`config.mk`:
```
export PLATFORM = sky130hd
export DESIGN_NAME = bp_be_mmu_cmd_arb_flat
export DESIGN_NICKNAME = d
export VERILOG_FILES = /design/src/rtl/bp_be_mmu_cmd_arb_if.sv /design/src/rtl/bp_be_mmu_cmd_arb.sv /design/src/flat_wrapper.sv
export SDC_FILE = /design/constraint.sdc
export NUM_CORES = 1
export LEC_CHECK = 0
export BUFFER_PORTS_ARGS = -buffer_cell sky130_fd_sc_hd__buf_2
export CORE_AREA = 5 5 153 155
export DETAILED_ROUTE_END_ITERATION = 6
export DIE_AREA = 0 0 158 160
export PLACE_DENSITY = 0.5
export SETUP_SLACK_MARGIN = 0.5
export SLEW_MARGIN = 20
export SYNTH_ARGS = -nofsm -noshare
export SYNTH_HDL_FRONTEND = slang
export SYNTH_SLANG_ARGS = --single-unit
```
`constraint.sdc`:
```
create_clock -name clk_i -period 3.8 [get_ports clk_i]
set_input_delay 0.38 -clock clk_i [delete_from_list [all_inputs] [get_ports clk_i]]
set_output_delay 0.38 -clock clk_i [all_outputs]
set_load 0.02 [all_outputs]
```
`src/rtl/bp_be_mmu_cmd_arb_if.sv`:
```
// MMU command arbiter bus bundle.
// Pipe and PTW request channels, MMU command channel and response flags.
interface bp_be_mmu_cmd_arb_if #(
    parameter int cmd_width_p = 128
);
    logic [cmd_width_p-1:0] pipe_cmd_i;
    logic                   pipe_cmd_v_i;
    logic                   pipe_cmd_ready_o;
    logic                   pipe_kill_i;
    logic [cmd_width_p-1:0] ptw_cmd_i;
    logic                   ptw_cmd_v_i;
    logic                   ptw_cmd_ready_o;
    logic [cmd_width_p-1:0] mmu_cmd_o;
    logic                   mmu_cmd_v_o;
    logic                   mmu_cmd_ready_i;
    logic                   mem_resp_v_i;
    logic                   resp_pipe_v_o;
    logic                   resp_ptw_v_o;
    logic                   busy_o;

    modport slave (
        input  pipe_cmd_i, pipe_cmd_v_i, pipe_kill_i,
        input  ptw_cmd_i, ptw_cmd_v_i,
        input  mmu_cmd_ready_i, mem_resp_v_i,
        output pipe_cmd_ready_o, ptw_cmd_ready_o,
        output mmu_cmd_o, mmu_cmd_v_o,
        output resp_pipe_v_o, resp_ptw_v_o, busy_o
    );

    modport master (
        output pipe_cmd_i, pipe_cmd_v_i, pipe_kill_i,
        output ptw_cmd_i, ptw_cmd_v_i,
        output mmu_cmd_ready_i, mem_resp_v_i,
        input  pipe_cmd_ready_o, ptw_cmd_ready_o,
        input  mmu_cmd_o, mmu_cmd_v_o,
        input  resp_pipe_v_o, resp_ptw_v_o, busy_o
    );
endinterface

```
`src/rtl/bp_be_mmu_cmd_arb.sv`:
```
// Two-requester MMU command arbiter with starvation guard.
// One command outstanding; pipe-owned commands can be killed in flight.
module bp_be_mmu_cmd_arb #(
    parameter int cmd_width_p    = 128,
    parameter int starve_limit_p = 4,
    parameter int cnt_width_p    = 3
) (
    input logic clk_i,
    input logic reset_i,
    bp_be_mmu_cmd_arb_if.slave bus
);
    typedef enum logic {
        IDLE      = 1'b0,
        WAIT_RESP = 1'b1
    } state_e;

    localparam logic [cnt_width_p-1:0] limit =
        cnt_width_p'(starve_limit_p);

    state_e state;
    state_e state_n;
    logic owner;
    logic killed;
    logic [cnt_width_p-1:0] starve_cnt;

    logic idle;
    logic starved;
    logic ptw_win;
    logic pipe_win;
    logic pipe_hs;
    logic ptw_hs;

    assign idle     = (state == IDLE);
    assign starved  = (starve_cnt == limit);
    assign ptw_win  = bus.ptw_cmd_v_i
                    & (~bus.pipe_cmd_v_i | starved);
    assign pipe_win = bus.pipe_cmd_v_i & ~ptw_win;
    assign pipe_hs  = idle & pipe_win & bus.mmu_cmd_ready_i;
    assign ptw_hs   = idle & ptw_win & bus.mmu_cmd_ready_i;

    // State register.
    always_ff @(posedge clk_i) begin
        if (reset_i) begin
            state <= IDLE;
        end else begin
            state <= state_n;
        end
    end

    // Next state: grant leaves IDLE, response returns to it.
    always_comb begin
        state_n = state;
        unique case (state)
            IDLE: begin
                if (pipe_hs | ptw_hs) begin
                    state_n = WAIT_RESP;
                end
            end
            WAIT_RESP: begin
                if (bus.mem_resp_v_i) begin
                    state_n = IDLE;
                end
            end
            default: state_n = IDLE;
        endcase
    end

    // Outputs: grant mux, readies, response steering.
    // Responses are suppressed during reset so a dropped
    // command never reports back.
    always_comb begin
        bus.mmu_cmd_v_o      = idle
                             & (bus.pipe_cmd_v_i | bus.ptw_cmd_v_i);
        bus.mmu_cmd_o        = '0;
        if (ptw_win) begin
            bus.mmu_cmd_o    = bus.ptw_cmd_i;
        end else if (pipe_win) begin
            bus.mmu_cmd_o    = bus.pipe_cmd_i;
        end
        bus.pipe_cmd_ready_o = pipe_hs;
        bus.ptw_cmd_ready_o  = ptw_hs;
        bus.resp_pipe_v_o    = bus.mem_resp_v_i & ~idle & ~owner
                             & ~killed & ~bus.pipe_kill_i
                             & ~reset_i;
        bus.resp_ptw_v_o     = bus.mem_resp_v_i & ~idle & owner
                             & ~reset_i;
        bus.busy_o           = ~idle;
    end

    // Owner and kill tracking for the outstanding command.
    always_ff @(posedge clk_i) begin
        if (reset_i) begin
            owner  <= 1'b0;
            killed <= 1'b0;
        end else if (pipe_hs | ptw_hs) begin
            owner  <= ptw_hs;
            killed <= 1'b0;
        end else if (~idle & ~owner & bus.pipe_kill_i) begin
            killed <= 1'b1;
        end
    end

    // Starvation counter: counts PTW losses, clears on PTW grant.
    always_ff @(posedge clk_i) begin
        if (reset_i) begin
            starve_cnt <= '0;
        end else if (ptw_hs) begin
            starve_cnt <= '0;
        end else if (idle & bus.ptw_cmd_v_i & bus.mmu_cmd_ready_i
                     & pipe_win & ~starved) begin
            starve_cnt <= starve_cnt + 1'b1;
        end
    end
endmodule

```
`src/flat_wrapper.sv`:
```
// flat-port wrapper written by rule: the top's interface ports become plain ports
module bp_be_mmu_cmd_arb_flat 
#(
    parameter int cmd_width_p    = 128,
    parameter int starve_limit_p = 4,
    parameter int cnt_width_p    = 3
)
  (clk_i, reset_i, bus_pipe_cmd_i, bus_pipe_cmd_v_i, bus_pipe_kill_i, bus_ptw_cmd_i, bus_ptw_cmd_v_i, bus_mmu_cmd_ready_i, bus_mem_resp_v_i, bus_pipe_cmd_ready_o, bus_ptw_cmd_ready_o, bus_mmu_cmd_o, bus_mmu_cmd_v_o, bus_resp_pipe_v_o, bus_resp_ptw_v_o, bus_busy_o);
  bp_be_mmu_cmd_arb_if #(.cmd_width_p(cmd_width_p)) bus_i ();
  input logic clk_i;
  input logic reset_i;
  input wire logic [$bits(bus_i.pipe_cmd_i)-1:0] bus_pipe_cmd_i;
  input wire logic [$bits(bus_i.pipe_cmd_v_i)-1:0] bus_pipe_cmd_v_i;
  input wire logic [$bits(bus_i.pipe_kill_i)-1:0] bus_pipe_kill_i;
  input wire logic [$bits(bus_i.ptw_cmd_i)-1:0] bus_ptw_cmd_i;
  input wire logic [$bits(bus_i.ptw_cmd_v_i)-1:0] bus_ptw_cmd_v_i;
  input wire logic [$bits(bus_i.mmu_cmd_ready_i)-1:0] bus_mmu_cmd_ready_i;
  input wire logic [$bits(bus_i.mem_resp_v_i)-1:0] bus_mem_resp_v_i;
  output wire logic [$bits(bus_i.pipe_cmd_ready_o)-1:0] bus_pipe_cmd_ready_o;
  output wire logic [$bits(bus_i.ptw_cmd_ready_o)-1:0] bus_ptw_cmd_ready_o;
  output wire logic [$bits(bus_i.mmu_cmd_o)-1:0] bus_mmu_cmd_o;
  output wire logic [$bits(bus_i.mmu_cmd_v_o)-1:0] bus_mmu_cmd_v_o;
  output wire logic [$bits(bus_i.resp_pipe_v_o)-1:0] bus_resp_pipe_v_o;
  output wire logic [$bits(bus_i.resp_ptw_v_o)-1:0] bus_resp_ptw_v_o;
  output wire logic [$bits(bus_i.busy_o)-1:0] bus_busy_o;
  assign bus_i.pipe_cmd_i = bus_pipe_cmd_i;
  assign bus_i.pipe_cmd_v_i = bus_pipe_cmd_v_i;
  assign bus_i.pipe_kill_i = bus_pipe_kill_i;
  assign bus_i.ptw_cmd_i = bus_ptw_cmd_i;
  assign bus_i.ptw_cmd_v_i = bus_ptw_cmd_v_i;
  assign bus_i.mmu_cmd_ready_i = bus_mmu_cmd_ready_i;
  assign bus_i.mem_resp_v_i = bus_mem_resp_v_i;
  assign bus_pipe_cmd_ready_o = bus_i.pipe_cmd_ready_o;
  assign bus_ptw_cmd_ready_o = bus_i.ptw_cmd_ready_o;
  assign bus_mmu_cmd_o = bus_i.mmu_cmd_o;
  assign bus_mmu_cmd_v_o = bus_i.mmu_cmd_v_o;
  assign bus_resp_pipe_v_o = bus_i.resp_pipe_v_o;
  assign bus_resp_ptw_v_o = bus_i.resp_ptw_v_o;
  assign bus_busy_o = bus_i.busy_o;
  bp_be_mmu_cmd_arb #(.cmd_width_p(cmd_width_p), .starve_limit_p(starve_limit_p), .cnt_width_p(cnt_width_p)) u_core (.clk_i(clk_i), .reset_i(reset_i), .bus(bus_i));
endmodule
```
Word level (Yosys, flattened, before mapping):

Cells that the tools add are included.

* register bits: 6
* input port bits: 263
* output and inout port bits: 134
* word-level logic and storage cells: 44

* add/sub/neg operators: 1
* equal/unequal tests: 1
* mux-type cells: 5
* bitwise operators: 31
* reduce and logical (&&, ||, !) cells: 2

Operators with widths (number)
* 128-bit two-way mux: 2
* 1-bit AND: 20
* 1-bit inverter: 8
* 2-bit OR reduction: 2
* 3-bit by 1-bit adder with 3-bit output, second input constant: 1
* 3-bit equality test, second input constant: 1
* 1-bit bitwise OR: 3
* 1-bit two-way mux: 2
* 1-bit case mux with 2 select lines: 1

Longest topological paths before layout:

* word-level depth: 10
* depth in mapped cells: 8
* depth with buffers taken out: 5

Worst setup path before layout:

Ideal clock, no wire load.

* kind: reg-to-output
* from: register u_core.starve_cnt[0]
* to: output port bus_mmu_cmd_o[107]
* data arrival time: 1676 ps
* required time: 3420 ps
* setup slack: 1744 ps
* cell stages (with the launch flop): 9
* buffers on the path: 3
* path through: dfxtp_1 > inv_1 > ha_1 > a21bo_1 > buf_4 > and2_4 > buf_6 > buf_2 > o21ai_1

* longest elaborated chain between the ends: 7

RTL lines
* from (decl): RTL line bp_be_mmu_cmd_arb.sv:24 `logic [cnt_width_p-1:0] starve_cnt;`
* from (signal assigned): RTL line bp_be_mmu_cmd_arb.sv:111 `starve_cnt <= starve_cnt + 1'b1;`
* 3-bit equality test *: RTL line bp_be_mmu_cmd_arb.sv:34 `assign starved = (starve_cnt == limit);`
* 1-bit bitwise OR *: RTL line bp_be_mmu_cmd_arb.sv:36 `& (~bus.pipe_cmd_v_i | starved);`
* 1-bit AND *: RTL line bp_be_mmu_cmd_arb.sv:36
* 1-bit inverter: RTL line bp_be_mmu_cmd_arb.sv:37 `assign pipe_win = bus.pipe_cmd_v_i & ~ptw_win;`
* 1-bit AND: RTL line bp_be_mmu_cmd_arb.sv:37
* 128-bit two-way mux: RTL line bp_be_mmu_cmd_arb.sv:77 `end else if (pipe_win) begin`
* 128-bit two-way mux *: RTL line bp_be_mmu_cmd_arb.sv:75 `if (ptw_win) begin`
* to (decl): RTL line flat_wrapper.sv:21 `output wire logic [$bits(bus_i.mmu_cmd_o)-1:0] bus_mmu_cmd_o;`

Mark *: on every way between the ends. The rest lies on a longest branch, timed or not.

Final worst setup path:

* from: register u_core.starve_cnt[0]
* to: output port bus_mmu_cmd_o[109]

The elaborated chain is that of the path after synthesis.

==> metrics <==
status finished, final reports clean; post-synthesis register bit count 6; total grt overflow 0; Synth top area share 26.8%; TritonCTS clock tree yes; Clock Latency Late Sink 0.23 ns; number of distinct library cells after synthesis 28; Worst path slowest cell and2_4; gr usage total 11.1%; most common cell after layout, fill and taps aside buf_2; worst path cell trace inv_1, ha_1, a21bo_4, and2_4, buf_4, o21ai_1, buf_2; mean post-synth cell area 4.99 µm²; die area 25300 µm²; # setup viols final 0; Worst Path Max Fanout 57; first-pass GRT wire length 23.3 mm; DR iter-0 viols 335; Initial Util 11.2%; Clk Tree Root Cell clkbuf_16; Area growth syn-to-layout 89.6%; Die H 160 µm; TNS Setup 0 ns; crit path capture type output port; # Post-CTS Setup Buffers 0; Detail Placement HPWL 12.6 mm; commonest cells after routing, fill and taps aside 394 x buf_2, 131 x nand2_1, 130 x nand3_1, 120 x o21ai_1; initial antenna violation count 1; Ports 397; TritonCTS Buffers 3; drt wl/cell 14.3 µm; Hold Buf Count CTS 0; cells after synthesis 486; Vias 4739; # clock sinks 6; post-placement setup slack 1.30 ns; GP Congestion 0.886; slowest stage delay, CP 0.57 ns; nets@finish 1102; worst hold slack 0.400 ns; worst hold path type primary input to flip-flop; DR vias/cell 4.25; Worst VDD drop 0.0000788 V; Hold Vio Cnt, Final 0; Critical Path Start Type flip-flop; most used flip-flop cell after synthesis dfxtp_1; CTS clk-pin slew, worst paths 0.03 ns; Worst Path Required 3.42 ns; Worst-Margin Slew 0.822 ns; Synth area leader nand3_1; final worst path period share 68.0%; Yosys Warn Count 0; Largest delay share family, worst path buffers and inverters; Core Region 21700 µm²; vias in the first global route 4619; # rows 54; WL final 16.0 mm; Worst R2R Setup Slack 2.10 ns; Crit Path Category flip-flop to output port; Final min period 2.58 ns; Worst Skew 0.00134 ns; Async S/R FF share, synth 0%; Lkg Pwr 2.52 nW; Max-cap violations 0; largest net degree at the start of global routing 133; slew margin rel. 45.2%; Antenna Nets Post-Route 0; clock tree buffer depth 2; top post-synthesis cells by area nand3_1 27%, o21ai_1 25%, nand2_1 20%; Port-buffer cells 396; Post-synth EDFFs 0; sequential fraction of the synthesis area 4.95%; DRC Markers 0; H-tree levels 1; syn nets 751; Slew Viols, Final 0; chip width 158 µm; CTS resizes 0; Synth Cell Area 2430 µm²; worst path bufs/invs 3; Pre-antenna DRT Iters 4; worst path arrival time 2.20 ns; f_max 0.387 GHz; RSZ-0062 raised after global routing no; layout cell share with drive strength beyond 1 49.2%; final worst slack 1.22 ns; Power Dens Cells 185 nW/µm²
[synth_stat cells, types with 2 or more instances]
master	n
a21oi_1	3
buf_2	3
buf_4	3
buf_6	12
clkbuf_1	40
dfxtp_1	6
ha_1	2
inv_1	5
nand2_1	131
nand3_1	130
nor2_1	4
nor2b_1	2
o21ai_0	10
o21ai_1	120
or3_1	2
[metal layers]
metal | part of all wire (%) | up-vias | GRT usage [%]
met4 | 1.8 | 0 | 2.75
met3 | 11 | 18 | 1.57
met1 | 38 | 2077 | 12.5
li1 | - | 2374 | -
met5 | 0 | - | 0
met2 | 49 | 270 | 21.6
[final timing paths]
| check | end | depth (start not counted) | startpoint |
|---|---|---|---|
| worst min register to register | u_core.starve_cnt[0] | 2 | u_core.starve_cnt[0] |
| worst max-delay path | bus_mmu_cmd_o[109] | 7 | u_core.starve_cnt[0] |
| worst min-delay path | u_core.starve_cnt[0] | 2 | reset_i |
| worst max register to register | u_core.starve_cnt[0] | 6 | u_core.starve_cnt[0] |
[flip-flops by register name, summed over array words and instances, names as in the netlist]
signal / cells
u_core.owner: 1
u_core.killed: 1
u_core.starve_cnt: 3
u_core.bus.busy_o: 1
[power by group]
part / internal (W) / switching (W) / leakage, nW / total, W
registers: 0.0000656 / 0.00000243 / 0.0488 / 0.0000681
logic: 0.000237 / 0.000375 / 2.43 / 0.000613
clock network: 0.000135 / 0.0000340 / 0.0370 / 0.000169
total: 0.000438 / 0.000412 / 2.52 / 0.000850
[logic make-up (layout without fill, tap and decap cells)]
| family | count (synthesis) | count (layout) | synth area share (%) |
|---|---|---|---|
| adders and majority gates | 2 | 2 | 1.03 |
| buffers and inverters | 64 | 413 | 14.2 |
| AOI/OAI and AO/OA | 137 | 137 | 28.8 |
| and+or+nand+nor | 277 | 277 | 51.0 |
| other | 0 | 1 | 0 |
| DFF | 6 | 6 | 4.95 |
[stage by stage]
stage                     total power [W]  cells  cell area [µm²]  utilization [%]
after floorplan                  0.000411    486             2430                -
after global placement           0.000687   1112             4520             20.9
after detailed placement         0.000688   1112             4520             20.9
after CTS                        0.000862   1115             4600             21.2
after global routing             0.000916   1116             4600             21.2
final                            0.000850   1116             4600             21.2
[final cells by class]
| cell class | instances | area [µm²] |
|---|---|---|
| Fill cell | 2543 | 17100 |
| Timing Repair Buffer | 405 | 2070 |
| Clock buffer | 3 | 75.1 |
| Tap cell | 280 | 350 |
| Sequential cell | 6 | 120 |
| Antenna cell | 1 | 2.50 |
| Inverter | 5 | 18.8 |
| Multi-Input combinational cell | 416 | 1970 |
(Power assumes the default switching activity.)
